## config.mk

```make
export PLATFORM = sky130hd
export DESIGN_NAME = hop_sched_flat
export DESIGN_NICKNAME = d
export VERILOG_FILES = /design/src/rtl/hop_sched_pkg.sv /design/src/rtl/hop_sched_if.sv /design/src/rtl/hop_sched_table.sv /design/src/rtl/hop_sched.sv /design/src/flat_wrapper.sv
export SDC_FILE = /design/constraint.sdc
export NUM_CORES = 2
export LEC_CHECK = 0
export BUFFER_PORTS_ARGS = -buffer_cell sky130_fd_sc_hd__buf_2
export CORE_MARGIN = 2
export CORE_UTILIZATION = 48
export CTS_BUF_LIST = sky130_fd_sc_hd__clkbuf_4
export DETAILED_ROUTE_END_ITERATION = 6
export GPL_ROUTABILITY_DRIVEN = 0
export SLEW_MARGIN = 10
export SYNTH_ARGS = -nofsm -noshare
export SYNTH_HDL_FRONTEND = slang
export SYNTH_SLANG_ARGS = --single-unit
```

## constraint.sdc

```tcl
create_clock -name clk -period 26.3 [get_ports clk]
set_clock_uncertainty 0.05 [all_clocks]
set_input_delay 5.26 -clock clk [delete_from_list [all_inputs] [get_ports clk]]
set_output_delay 5.26 -clock clk [all_outputs]
set_load 0.05 [all_outputs]
```

## src/rtl/hop_sched_pkg.sv

```systemverilog
// Shared constants for the hop scheduler: settings register map, ctrl bit
// positions and FSM state encoding.
package hop_sched_pkg;

  localparam int unsigned SET_ADDR_WIDTH = 8;
  localparam int unsigned SET_DATA_WIDTH = 32;

  localparam logic [SET_ADDR_WIDTH-1:0] ADDR_STAGE0   = 8'd0;
  localparam logic [SET_ADDR_WIDTH-1:0] ADDR_STAGE1   = 8'd1;
  localparam logic [SET_ADDR_WIDTH-1:0] ADDR_STAGE2   = 8'd2;
  localparam logic [SET_ADDR_WIDTH-1:0] ADDR_STAGE3   = 8'd3;
  localparam logic [SET_ADDR_WIDTH-1:0] ADDR_TABLE    = 8'd4;
  localparam logic [SET_ADDR_WIDTH-1:0] ADDR_NUM_HOPS = 8'd5;
  localparam logic [SET_ADDR_WIDTH-1:0] ADDR_DWELL    = 8'd6;
  localparam logic [SET_ADDR_WIDTH-1:0] ADDR_CTRL     = 8'd7;

  localparam int unsigned CTRL_RUN     = 0;
  localparam int unsigned CTRL_ONESHOT = 1;
  localparam int unsigned CTRL_CLR_ERR = 2;

  typedef enum logic [1:0] {
    ST_IDLE      = 2'd0,
    ST_ISSUE     = 2'd1,
    ST_WAIT_DONE = 2'd2,
    ST_DWELL     = 2'd3
  } hop_state_e;

endpackage

```

## src/rtl/hop_sched_if.sv

```systemverilog
// Word handoff between the hop scheduler (master) and the scan-chain
// serializer (slave).
interface hop_sched_if #(
  parameter int unsigned TX_BITS_WIDTH = 128
);
  logic [TX_BITS_WIDTH-1:0] hop_word;
  logic                     hop_valid;
  logic                     hop_ready;
  logic                     scan_done;

  modport master (output hop_word, output hop_valid, input hop_ready, input scan_done);
  modport slave  (input hop_word, input hop_valid, output hop_ready, output scan_done);
endinterface

```

## src/rtl/hop_sched_table.sv

```systemverilog
// Hop word storage: one synchronous write port, one combinational read port.
// Contents are deliberately left unreset.
module hop_sched_table #(
  parameter int unsigned WIDTH     = 128,
  parameter int unsigned DEPTH     = 16,
  parameter int unsigned IDX_WIDTH = 4
) (
  input  logic                 clk,
  input  logic                 we,
  input  logic [IDX_WIDTH-1:0] waddr,
  input  logic [WIDTH-1:0]     wdata,
  input  logic [IDX_WIDTH-1:0] raddr,
  output logic [WIDTH-1:0]     rdata_c
);

  logic [WIDTH-1:0] mem_q [DEPTH];

  always_ff @(posedge clk) begin
    if (we) mem_q[waddr] <= wdata;
  end

  assign rdata_c = mem_q[raddr];

endmodule

```

## src/rtl/hop_sched.sv

```systemverilog
// Hop scheduler: issues table words to the serializer, waits for its
// load-chip pulse, dwells, and steps circularly or single-shot.
module hop_sched
  import hop_sched_pkg::*;
#(
  parameter int unsigned TX_BITS_WIDTH = 128,
  parameter int unsigned NUM_HOPS      = 16,
  parameter int unsigned HOP_IDX_WIDTH = 4,
  parameter int unsigned DWELL_WIDTH   = 32,
  parameter int unsigned DONE_TIMEOUT  = 1024
) (
  input  logic                      clk,
  input  logic                      reset,
  input  logic                      set_stb,
  input  logic [SET_ADDR_WIDTH-1:0] set_addr,
  input  logic [SET_DATA_WIDTH-1:0] set_data,
  hop_sched_if.master               hop,
  output logic [HOP_IDX_WIDTH-1:0]  hop_idx,
  output logic                      busy,
  output logic                      timeout_err
);

  localparam int unsigned NH_WIDTH    = HOP_IDX_WIDTH + 1;
  localparam int unsigned TIMER_WIDTH = $clog2(DONE_TIMEOUT);

  hop_state_e               state_q, state_d;
  logic [TX_BITS_WIDTH-1:0] stage_q, stage_d;
  logic [NH_WIDTH-1:0]      num_hops_q, num_hops_d;
  logic [DWELL_WIDTH-1:0]   dwell_q, dwell_d;
  logic                     run_q, run_d;
  logic                     oneshot_q, oneshot_d;
  logic                     err_q, err_d;
  logic [HOP_IDX_WIDTH-1:0] idx_q, idx_d;
  logic [TX_BITS_WIDTH-1:0] word_q, word_d;
  logic                     valid_q, valid_d;
  logic                     busy_q, busy_d;
  logic [TIMER_WIDTH-1:0]   timer_q, timer_d;
  logic [DWELL_WIDTH-1:0]   dwell_cnt_q, dwell_cnt_d;

  logic                     tbl_we_c;
  logic                     run_rise_c;
  logic [HOP_IDX_WIDTH-1:0] tbl_raddr_c;
  logic [TX_BITS_WIDTH-1:0] tbl_rdata_c;
  logic [NH_WIDTH-1:0]      num_hops_eff_c;
  logic                     wrap_c;

  function automatic logic [NH_WIDTH-1:0] clamp_hops(input logic [NH_WIDTH-1:0] n);
    if (n == '0) return NH_WIDTH'(1);
    if (n > NH_WIDTH'(NUM_HOPS)) return NH_WIDTH'(NUM_HOPS);
    return n;
  endfunction

  // Reset leaves num_hops at 0, which still schedules one hop.
  assign num_hops_eff_c = (num_hops_q == '0) ? NH_WIDTH'(1) : num_hops_q;
  assign wrap_c         = ({1'b0, idx_q} >= (num_hops_eff_c - NH_WIDTH'(1)));

  // Address of the word the next ISSUE entry will latch.
  assign tbl_raddr_c = ((state_q == ST_IDLE) || wrap_c) ? '0
                                                        : idx_q + HOP_IDX_WIDTH'(1);

  hop_sched_table #(
    .WIDTH     (TX_BITS_WIDTH),
    .DEPTH     (NUM_HOPS),
    .IDX_WIDTH (HOP_IDX_WIDTH)
  ) u_table (
    .clk     (clk),
    .we      (tbl_we_c),
    .waddr   (set_data[HOP_IDX_WIDTH-1:0]),
    .wdata   (stage_q),
    .raddr   (tbl_raddr_c),
    .rdata_c (tbl_rdata_c)
  );

  always_comb begin
    state_d     = state_q;
    stage_d     = stage_q;
    num_hops_d  = num_hops_q;
    dwell_d     = dwell_q;
    run_d       = run_q;
    oneshot_d   = oneshot_q;
    err_d       = err_q;
    idx_d       = idx_q;
    word_d      = word_q;
    valid_d     = valid_q;
    timer_d     = timer_q;
    dwell_cnt_d = dwell_cnt_q;
    tbl_we_c    = 1'b0;
    run_rise_c  = 1'b0;

    // Settings decode
    if (set_stb) begin
      case (set_addr)
        ADDR_STAGE0:   stage_d[31:0]   = set_data;
        ADDR_STAGE1:   stage_d[63:32]  = set_data;
        ADDR_STAGE2:   stage_d[95:64]  = set_data;
        ADDR_STAGE3:   stage_d[127:96] = set_data;
        ADDR_TABLE:    tbl_we_c        = 1'b1;
        ADDR_NUM_HOPS: num_hops_d      = clamp_hops(set_data[NH_WIDTH-1:0]);
        ADDR_DWELL:    dwell_d         = set_data[DWELL_WIDTH-1:0];
        ADDR_CTRL: begin
          run_rise_c = set_data[CTRL_RUN] & ~run_q;
          run_d      = set_data[CTRL_RUN];
          oneshot_d  = set_data[CTRL_ONESHOT];
          if (set_data[CTRL_CLR_ERR]) err_d = 1'b0;
        end
        default: ;
      endcase
    end

    case (state_q)
      ST_IDLE: begin
        if (run_rise_c) begin
          state_d = ST_ISSUE;
          idx_d   = tbl_raddr_c;
          word_d  = tbl_rdata_c;
        end
      end
      ST_ISSUE: begin
        // A transfer already on the bus wins over a same-cycle run clear.
        if (valid_q && hop.hop_ready) begin
          state_d = ST_WAIT_DONE;
          valid_d = 1'b0;
          timer_d = '0;
        end else if (!run_d) begin
          state_d = ST_IDLE;
          valid_d = 1'b0;
        end else begin
          valid_d = 1'b1;
        end
      end
      ST_WAIT_DONE: begin
        if (hop.scan_done) begin
          if (run_d) begin
            state_d     = ST_DWELL;
            dwell_cnt_d = dwell_q;
          end else begin
            state_d = ST_IDLE;
          end
        end else if (timer_q == TIMER_WIDTH'(DONE_TIMEOUT - 1)) begin
          err_d   = 1'b1;
          run_d   = 1'b0;
          state_d = ST_IDLE;
        end else begin
          timer_d = timer_q + TIMER_WIDTH'(1);
        end
      end
      ST_DWELL: begin
        if (!run_d) begin
          state_d = ST_IDLE;
        end else if (dwell_cnt_q != '0) begin
          dwell_cnt_d = dwell_cnt_q - DWELL_WIDTH'(1);
        end else begin
          idx_d = tbl_raddr_c;
          if (wrap_c && oneshot_q) begin
            run_d   = 1'b0;
            state_d = ST_IDLE;
          end else begin
            state_d = ST_ISSUE;
            word_d  = tbl_rdata_c;
          end
        end
      end
      default: state_d = ST_IDLE;
    endcase

    busy_d = (state_d != ST_IDLE);
  end

  always_ff @(posedge clk) begin
    if (reset) begin
      state_q     <= ST_IDLE;
      stage_q     <= '0;
      num_hops_q  <= '0;
      dwell_q     <= '0;
      run_q       <= 1'b0;
      oneshot_q   <= 1'b0;
      err_q       <= 1'b0;
      idx_q       <= '0;
      word_q      <= '0;
      valid_q     <= 1'b0;
      busy_q      <= 1'b0;
      timer_q     <= '0;
      dwell_cnt_q <= '0;
    end else begin
      state_q     <= state_d;
      stage_q     <= stage_d;
      num_hops_q  <= num_hops_d;
      dwell_q     <= dwell_d;
      run_q       <= run_d;
      oneshot_q   <= oneshot_d;
      err_q       <= err_d;
      idx_q       <= idx_d;
      word_q      <= word_d;
      valid_q     <= valid_d;
      busy_q      <= busy_d;
      timer_q     <= timer_d;
      dwell_cnt_q <= dwell_cnt_d;
    end
  end

  assign hop.hop_word  = word_q;
  assign hop.hop_valid = valid_q;
  assign hop_idx       = idx_q;
  assign busy          = busy_q;
  assign timeout_err   = err_q;

endmodule
```

## src/flat_wrapper.sv

```systemverilog
// flat-port wrapper written by rule: the top's interface ports become plain ports
module hop_sched_flat import hop_sched_pkg::*;
#(
  parameter int unsigned TX_BITS_WIDTH = 128,
  parameter int unsigned NUM_HOPS      = 16,
  parameter int unsigned HOP_IDX_WIDTH = 4,
  parameter int unsigned DWELL_WIDTH   = 32,
  parameter int unsigned DONE_TIMEOUT  = 1024
)
  (clk, reset, set_stb, set_addr, set_data, hop_idx, busy, timeout_err, hop_hop_word, hop_hop_valid, hop_hop_ready, hop_scan_done);
  hop_sched_if #(.TX_BITS_WIDTH(TX_BITS_WIDTH)) hop_i ();
  input  logic clk;
  input  logic reset;
  input  logic set_stb;
  input  logic [SET_ADDR_WIDTH-1:0] set_addr;
  input  logic [SET_DATA_WIDTH-1:0] set_data;
  output logic [HOP_IDX_WIDTH-1:0] hop_idx;
  output logic busy;
  output logic timeout_err;
  output wire logic [$bits(hop_i.hop_word)-1:0] hop_hop_word;
  output wire logic [$bits(hop_i.hop_valid)-1:0] hop_hop_valid;
  input wire logic [$bits(hop_i.hop_ready)-1:0] hop_hop_ready;
  input wire logic [$bits(hop_i.scan_done)-1:0] hop_scan_done;
  assign hop_hop_word = hop_i.hop_word;
  assign hop_hop_valid = hop_i.hop_valid;
  assign hop_i.hop_ready = hop_hop_ready;
  assign hop_i.scan_done = hop_scan_done;
  hop_sched #(.TX_BITS_WIDTH(TX_BITS_WIDTH), .NUM_HOPS(NUM_HOPS), .HOP_IDX_WIDTH(HOP_IDX_WIDTH), .DWELL_WIDTH(DWELL_WIDTH), .DONE_TIMEOUT(DONE_TIMEOUT)) u_core (.clk(clk), .reset(reset), .set_stb(set_stb), .set_addr(set_addr), .set_data(set_data), .hop(hop_i), .hop_idx(hop_idx), .busy(busy), .timeout_err(timeout_err));
endmodule
```

==> flow_summary.toml <==
[status]
status = "complete, no violations"

[global_route]
grtUsageMet1_pct = 36.31
grt_pass1_vias = 60020
grt_use_total_pct = 27.76
grt-busiest-layer = "met2"
use_met3_pct = 5.930
antenna_found_initial = 12
grt_max_degree = 156
grt_use_met2_pct = 44.12
grt_pass1_wl_um = 400600
grt_overflow = 0

[synth]
synth_edf_count = 2048
yosys_warnings = 0
syn_nets = 6504
synth_ff_type = "edfxtp_1"
synthTopCellsByArea = "edfxtp_1, dfxtp_1, nand2_1"
ys_seq_area_share_pct = 73.89
syn_area_um2 = 92600
synth_top_cell_by_area = "edfxtp_1"
yosysMostFrequentCell = "edfxtp_1"
synth.avg_cell_area_um2 = 14.35
synth-seq-cells = 2394
yosys-top-cells-count = "edfxtp_1, nand2_1, clkbuf_1, dfxtp_1, a21oi_1"
synthDistinctLibCells = 62
syn_inst = 6451
async_reset_ff_share_pct = 0
synth_top_area_share_pct = 66.41

[flow_run]
maxCapViolCount = 0

[clock_tree]
cts_tree = "done"
cts_setup_buffers = 0
cts.sinks = 2394
htreeDepth = 6
cts_made_buffers = 634
hold_buffers = 0
cts_max_path_buffers = 4
cts_root_buf = "clkbuf_4"
clkLatencyLatePin_ns = 1.40
path_clk_slew_ns = 0.06
ctsResizeCount = 0

[hold_path]
worstHoldPathType = "reg -> reg"
hold_depth = 2

[finish]
final_net_count = 6984
layout-drive-gt1-share_pct = 22.25
area_delta_synth_final_pct = 12.89

[critical_path]
slowest_delay_ns = 1.01
start_kind = "primary input"
cp_num_cells = 11
endpoint_kind = "flip-flop"
path_cells = "buf_2 -> or4_1 -> nor4_2 -> a32oi_1 -> a311oi_4 -> buf_4 -> buf_4 -> buf_4 -> buf_4 -> nor2_1 -> a311oi_1"
critical_path_class = "in -> reg"
r2r_cells = 11
cpMaxStageDelayCell = "a311oi_4"
critical_path_buf_inv_count = 5
arrival_ns = 11.48
critical_path.max_fanout = 85
rrSetupSlack_ns = 18.99
crit_top_cell = "buf_4"
path_delay_family = "buffers and inverters"
required_ns = 27.48

[floorplanning]
ios = 180
die_w_um = 443.2
core-area_um2 = 192200
die-area_um2 = 196400
die_height_um = 443.2
initial_utilization_pct = 48.18
rows = 161

[drt]
drt-total-wl_um = 276600
ant_nets = 0
drcViolationCount = 0
drt_iter0_drc = 6975
wire_per_inst_um = 27.81
dr.pass1.iters = 6
drt-vias-per-instance = 6.065
num_vias = 60320

[power_and_ir_drop]
power.density_nw_per_um2 = 71.20
leakagePower_nw = 37.24
max-vdd-ir-drop_mv = 0.05065

[timing]
setup_violations = 0
max_slew_margin_pct = 13.21
rsz0062_at_grt = "no"
drv_slew = 0
fmax_ghz = 0.09704
final.setup.tns_ns = 0
tightest_slew_ns = 1.302
min_period_ns = 10.31
hold_violations = 0
whs_ns = 0.4042
finalCritPeriodShare_pct = 39.18

[place]
portBuffers = 179
hpwlAfterDp_um = 139800
## report_power, final
group,internal [W],switching (W),total (W)
Sequential,0.00406,0.00000158,0.00406
Clock,0.00183,0.00150,0.00334
Combinational,0.00000561,0.0000409,0.0000465
## registers in the layout, indices dropped and copies added, names as in the netlist
signal / count
u_core.u_table.mem_q: 2048
u_core.hop.hop_word: 128
u_core.stage_q: 128
u_core.dwell_cnt_q: 32
u_core.dwell_q: 32
u_core.timer_q: 10
u_core.num_hops_q: 5
u_core.hop_idx: 4
u_core.state_q: 2
u_core.busy: 1
u_core.hop.hop_valid: 1
u_core.oneshot_q: 1
u_core.run_q: 1
u_core.timeout_err: 1
## final cells by class
cell class                 count  area (µm²)
inverter                      15       63.81
clock buffer                1014        7612
clock inverter               102       669.4
tap                         2526        3161
antenna                       10       25.02
timing repair buffer         293        1899
fill                       15940       87650
multi-input combinational   3593       22670
sequential                  2394       68430
## routing by layer
metal / up-vias / share of wire [%]
met2: 3041 / 47
met5: - / 0.017
met1: 30600 / 40
met4: 8 / 4.6
li1: 26090 / -
met3: 585 / 8.6
## cell usage in the layout, fill, tap and decap left out, types with 6 or more instances in the layout
master,count
o21a_1,128
buf_4,103
or3_1,132
mux4_2,129
o32ai_1,6
nor2_4,12
bufinv_16,10
inv_1,14
nor4_1,11
nand3_1,140
a21oi_1,338
clkinv_2,8
a22oi_1,7
nor3_2,7
mux2i_1,134
a31oi_1,131
nand2_1,1147
clkinv_1,66
buf_2,178
a221oi_1,253
buf_12,11
inv_2,15
clkbuf_4,1014
a311oi_1,129
nand2b_1,7
or4_1,6
mux2_2,129
dfxtp_1,345
nor2_1,321
o21ai_0,306
diode_2,10
edfxtp_1,2048
nor3_1,22
ha_1,7
## final timing paths
check,start,to
setup reg to reg,u_core.dwell_cnt_q[10],u_core.hop.hop_word[107]
setup / recovery,set_addr[5],u_core.hop.hop_word[107]
hold reg to reg,u_core.dwell_q[3],u_core.dwell_q[3]
hold / removal,u_core.dwell_q[3],u_core.dwell_q[3]
## worst reg2reg max path: cells and delay by family, from the launching register on
| kind | cells | cell delay [ns] |
|---|---|---|
| compound gates | 3 | 1.59 |
| buf+inv | 4 | 3.05 |
| simple gates | 4 | 2.08 |
| flops | 1 | 0.38 |
## stage by stage
stage	worst slack, ns	area, µm²	power (W)	std cells	utilization [%]
2_1_floorplan	10.07	92600	0.004156	6451	-
3_3_place_gp	14.94	96220	0.004188	8821	50.07
3_5_place_dp	14.81	96220	0.004188	8821	50.07
4_1_cts	16.27	104500	0.007504	9937	54.38
5_1_grt	15.72	104500	0.007714	9945	54.39
6_report	15.99	104500	0.007443	9947	54.39
## cell families (layout without fill, tap and decap cells)
logic type / count (synthesis) / after routing / synth area share, %
adder cells (fa/ha/maj): 8 / 8 / 0.1081
other: 0 / 10 / 0
flip-flops: 2394 / 2394 / 73.89
multiplexers: 392 / 392 / 6.155
XOR/XNOR: 12 / 12 / 0.1135
buffers and inverters: 464 / 1424 / 1.961
AO/OA/AOI/OAI: 1335 / 1335 / 9.477
AND/OR/NAND/NOR: 1846 / 1846 / 8.291
(Power assumes the default switching activity.)
